`config.mk`:
```
export PLATFORM = sky130hd
export DESIGN_NAME = weight_sink
export DESIGN_NICKNAME = d
export VERILOG_FILES = /design/src/rtl/weight_sink.sv
export SDC_FILE = /design/constraint.sdc
export NUM_CORES = 2
export LEC_CHECK = 0
export BUFFER_PORTS_ARGS = -buffer_cell sky130_fd_sc_hd__buf_2
export CAP_MARGIN = 20
export CORE_ASPECT_RATIO = 0.9
export CORE_MARGIN = 2
export CORE_UTILIZATION = 40
export DETAILED_ROUTE_END_ITERATION = 10
export SETUP_SLACK_MARGIN = 0.15
export SLEW_MARGIN = 20
export SYNTH_ARGS = -nofsm -noshare
export SYNTH_HDL_FRONTEND = slang
export SYNTH_MEMORY_MAX_BITS = 65536
export SYNTH_SLANG_ARGS = --single-unit
```
`constraint.sdc`:
```
create_clock -name ap_clk -period 3.4 [get_ports ap_clk]
set_clock_uncertainty 0.2 [all_clocks]
set_input_delay 0.34 -clock ap_clk [delete_from_list [all_inputs] [get_ports ap_clk]]
set_output_delay 0.34 -clock ap_clk [all_outputs]
set_load 0.03 [all_outputs]
```
`src/rtl/weight_sink.sv`:
```
// Coefficient sink: drains a first-word-fall-through stream into a KERN_SIZE-deep
// buffer, then serves the stored kernel set through a registered read port.
//
// state | meaning
// IDLE  | waiting for start after reset, buffer contents undefined/stale
// LOAD  | popping words from the stream into mem[load_count]
// READY | complete kernel set held, done asserted, start triggers a reload
module weight_sink #(
  parameter int COEFF_WIDTH = 16,
  parameter int KERN_SIZE   = 288,
  localparam int ADDR_W     = $clog2(KERN_SIZE)
) (
  input  logic                   ap_clk,
  input  logic                   ap_rst_n,
  input  logic [COEFF_WIDTH-1:0] input_V_dout,
  input  logic                   input_V_empty_n,
  output logic                   input_V_read,
  input  logic                   start,
  output logic                   busy,
  output logic                   done,
  output logic [ADDR_W:0]        load_count,
  input  logic                   rd_ce,
  input  logic [ADDR_W-1:0]      rd_addr,
  output logic [COEFF_WIDTH-1:0] rd_q
);

  localparam logic [1:0] S_IDLE  = 2'd0;
  localparam logic [1:0] S_LOAD  = 2'd1;
  localparam logic [1:0] S_READY = 2'd2;

  localparam logic [ADDR_W:0] KERN_N    = (ADDR_W+1)'(KERN_SIZE);
  localparam logic [ADDR_W:0] KERN_LAST = (ADDR_W+1)'(KERN_SIZE - 1);

  logic [1:0]             state;
  logic [COEFF_WIDTH-1:0] mem [0:KERN_SIZE-1];

  // Gated by reset so a reset landing mid-load never pops a word it then discards.
  assign input_V_read = ap_rst_n && (state == S_LOAD) && input_V_empty_n;

  always_ff @(posedge ap_clk) begin
    if (!ap_rst_n) begin
      state      <= S_IDLE;
      busy       <= 1'b0;
      done       <= 1'b0;
      load_count <= '0;
    end else begin
      case (state)
        S_IDLE: begin
          if (start) begin
            state      <= S_LOAD;
            busy       <= 1'b1;
            load_count <= '0;
          end
        end
        S_LOAD: begin
          if (input_V_read) begin
            load_count <= load_count + 1'b1;
            if (load_count == KERN_LAST) begin
              state <= S_READY;
              busy  <= 1'b0;
              done  <= 1'b1;
            end
          end
        end
        S_READY: begin
          if (start) begin
            state      <= S_LOAD;
            busy       <= 1'b1;
            done       <= 1'b0;
            load_count <= '0;
          end
        end
        default: begin
          state <= S_IDLE;
          busy  <= 1'b0;
          done  <= 1'b0;
        end
      endcase
    end
  end

  always_ff @(posedge ap_clk) begin
    if (input_V_read) begin
      mem[load_count[ADDR_W-1:0]] <= input_V_dout;
    end
  end

  // Separate process from the write keeps same-address accesses read-first.
  always_ff @(posedge ap_clk) begin
    if (!ap_rst_n) begin
      rd_q <= '0;
    end else if (rd_ce && ({1'b0, rd_addr} < KERN_N)) begin
      rd_q <= mem[rd_addr];
    end
  end

endmodule

```
==> summary.md <==
| Metric | Value |
|---|---|
| Outcome | `finished clean` |
| Drc violations | `0` |
| Critical path's top delay family | `compound AO/OA/AOI/OAI gates` |
| Via density | `about 6.0` |
| Crit end category | `flip-flop` |
| Worst-path clk slew | `70 ps` |
| First-pass GRT wire length | `728000 um` |
| Area grow syn2layout | `18.2%` |
| WP buf/inv | `5` |
| Vias in the first global route | `about 91000` |
| Clk buf depth | `4` |
| Top FF cell, synth | `edfxtp_1` |
| Layout cells sized above 1 | `around a third` |
| Synth area leaders | `edfxtp_1 (78%), mux4_2 (14%), mux2i_1 (1.3%)` |
| Peak VDD IR | `approximately 0.42 mV` |
| GRT Resource Usage Total | `a little under a quarter` |
| Post-CTS setup buffer count | `0` |
| Filler cell count | `between 30000 and 40000` |
| Starting Density | `around two fifths` |
| Worst EP arrival | `4040 ps` |
| Met1 GRT Util | `roughly a third` |
| Async set-or-reset flop fraction in the synthesized netlist | `0%` |
| Die height | `around 640 um` |
| Tcrit/Tclk final | `between 90 and 100%` |
| Total Wirelength | `524000 um` |
| Hpwl dp | `around 330000 um` |
| Worst endpoint required time | `4130 ps` |
| Hold Vio Cnt, Final | `0` |
| Final Max Slew Viols | `0` |
| Unrepaired setup endpoints after global routing | `yes` |
| Syn avg cell area | `22.3 um^2` |
| Element type at the critical path start | `input port` |
| Pre-antenna DRT Iters | `5` |
| Initial DRC Count | `between 10000 and 15000` |
| H-Tree Depth | `5` |
| Number of flops mapped to enable cells by yosys | `roughly 4600` |
| Final min period | `between 3000 and 4000 ps` |
| Syn Nets | `approximately 8000` |
| Top post-synthesis cells by count | `edfxtp_1 (4608), mux4_2 (1132), nor2_1 (380), mux2i_1 (236), clkbuf_1 (194)` |
| Std cell rows | `~230` |
| Maximum clock rate | `slightly above 300 MHz` |
| Worst min path class | `input port to flip-flop` |
| Sequential cell area fraction in the yosys report | `between 70 and 80%` |
| Sequential share of power | `a little over half` |
| Count leader, synth | `edfxtp_1` |
| Sequence of cells on the critical path | `buf_8 > buf_12 > buf_12 > nand2b_1 > buf_4 > o221ai_1 > nand4_1 > o21ai_0 > o211ai_1 > nand4_1 > buf_4 > a22o_1` |
| FF-to-FF setup slack | `roughly 120 ps` |
| Clk pwr share | `a little over two fifths` |
| Max-slew headroom | `11.0%` |
| Antenna violations before repair | `38` |
| Switching Fraction | `21.6%` |
| Clk_lat worst skew | `1010 ps` |
| Setup violations, final | `0` |
| Yosys reg bits | `roughly 4600` |
| Setup CP Type | `input port to flip-flop` |
| Core Area | `roughly 440000 um^2` |
| TritonCTS buffer count | `440` |
| Number of distinct library cells after synthesis | `between 70 and 80` |
| Post-route ant nets | `0` |
| Tightest Pin Transition | `roughly 1300 ps` |
| Routed len/inst | `about 34 um` |
| Power, Total | `approximately 0.12 W` |
| MaxCap Viol Count | `0` |
| GPL Wtd Cong | `0.872` |
| Synth warn | `0` |
| # IOs | `59` |
| Share of the synthesized area in the top cell type | `between 70% and 80%` |
| Largest net degree at the start of global routing | `approximately 110` |
| Lkg Pwr | `67.0 nW` |
| Total global routing overflow | `0` |
| Syn Std Cell Area | `about 180000 um^2` |
| Port bufs | `a little under 60` |
| Clock Tree Root | `clkbuf_16` |
| Net Sw Power | `0.0257 W` |
| Pwr dens | `~570 nW/um^2` |
| Crit path max fanout | `36` |
| Logic gate share of total power | `under 10%` |
| CTS tree | `done` |
| Slowest CP cell | `o211ai_1` |
| Internal power | `~0.093 W` |
| Global Route met3 Usage | `4.88%` |
| Clock sinks | `about 4600` |
| Die W | `around 710 um` |
| Via count | `about 90000` |
| GR Util met2 | `34.6%` |
| Most Crowded Layer GR | `met2` |
| Largest stage delay, worst path | `~800 ps` |
| Dominant cell type by area after synthesis | `edfxtp_1` |
| Total Die Area | `between 400000 and 500000 um^2` |
| NumNets Final | `9301` |
| WHS | `between 60 and 70 ps` |
| Post-synthesis cell count | `roughly 8000` |
-- layout make-up --
| type | count | area [um^2] | share of cell area [%] |
|---|---|---|---|
| Clock buffer | 534 | 11700 | 5.55 |
| Sequential cell | 4638 | 139000 | 66.1 |
| Multi-Input combinational cell | 2872 | 37000 | 17.6 |
| Inverter | 12 | 60.1 | 0.0286 |
| Timing Repair Buffer | 1303 | 12300 | 5.87 |
| Clock inverter | 293 | 2790 | 1.33 |
| Tap cell | 5850 | 7320 | 3.48 |
| Antenna cell | 17 | 42.5 | 0.0202 |
-- per-layer routing --
metal / up-vias / part of all wire, %
met4: 22 / 3.2
met2: 5262 / 46
met1: 50124 / 40
met5: - / 0.030
li1: 36563 / -
met3: 782 / 11
-- power groups by stage --
stage / Combinational, W / Sequential, W / Clock, W
after floorplan: 0.00276 / 0.0641 / 0
after global placement: 0.00633 / 0.0641 / 0
after detailed placement: 0.00644 / 0.0641 / 0
after CTS: 0.00649 / 0.0629 / 0.0500
after global routing: 0.00676 / 0.0629 / 0.0522
final: 0.00652 / 0.0629 / 0.0494
-- stage by stage --
step / area (um^2) / utilization (%) / setup TNS (ps) / setup WS [ps] / std cells
2_1_floorplan: 178000 / - / 0 / 326 / 7979
3_3_place_gp: 195000 / 44.0 / -21040 / -1450 / 14649
3_5_place_dp: 195000 / 44.1 / -13700 / -1180 / 14651
4_1_cts: 210000 / 47.4 / 0 / 150 / 15502
5_1_grt: 210000 / 47.4 / 0 / 136 / 15505
6_report: 210000 / 47.4 / 0 / 92.1 / 15519
-- cell usage in the layout, fill, tap and decap left out, types with 33 or more instances in the layout --
cell | synthesis | final
buf_4 | 80 | 1026
o21ai_0 | 73 | 72
nor2_1 | 380 | 279
a211oi_1 | 33 | 33
clkinv_1 | 1 | 96
mux2i_1 | 236 | 235
clkbuf_16 | 0 | 446
a22oi_1 | 149 | 148
o22ai_1 | 72 | 71
o221ai_1 | 64 | 64
nand3_1 | 64 | 60
buf_12 | 2 | 190
a21oi_1 | 110 | 110
nand2_1 | 177 | 163
edfxtp_1 | 4608 | 4608
buf_2 | 119 | 36
mux4_2 | 1132 | 1132
nor2_2 | 0 | 100
bufinv_16 | 0 | 43
clkinv_2 | 0 | 102
nor3_1 | 42 | 40
clkbuf_1 | 194 | 70
-- flip-flops by register name (all words and copies together), names as in the netlist --
register / flops
rd_q: 16
load_count: 10
mem: 4608
busy: 1
done: 1
state: 2
-- cells by family after synthesis --
logic type	count (synthesis)	share of synthesized area, %
AO/OA/AOI/OAI	651	2.55
XOR/XNOR	7	0.0345
adder cells (fa/ha/maj)	4	0.0281
buffers and inverters	469	1.37
flip-flops	4638	78.1
multiplexers	1388	15.8
AND/OR/NAND/NOR	822	2.08
-- worst reg2reg max path, delay by kind of cell (launching register included) --
| kind | cells | cell delay [ps] |
|---|---|---|
| AND/OR/NAND/NOR | 4 | 1180 |
| AO/OA/AOI/OAI | 2 | 520 |
| buffers and inverters | 2 | 470 |
| multiplexers | 1 | 450 |
| flip-flops | 1 | 380 |
-- path summary, 6_finish.rpt --
check	startpoint	endpoint	cells after the start
setup reg to reg	mem[205][13]	rd_q[13]	9
hold / removal	start	busy	4
setup / recovery	rd_addr[1]	rd_q[13]	12
hold reg to reg	busy	busy	2
-- repair_timing --
action,CTS,global route
hold buffers,24,0
pin swaps,2,6
hold endpoints to repair,3103,0
gates cloned,0,0
gates resized for setup,8,17
endpoints found under the setup margin,764,25
Note: power is estimated with default switching activity, not from simulation.
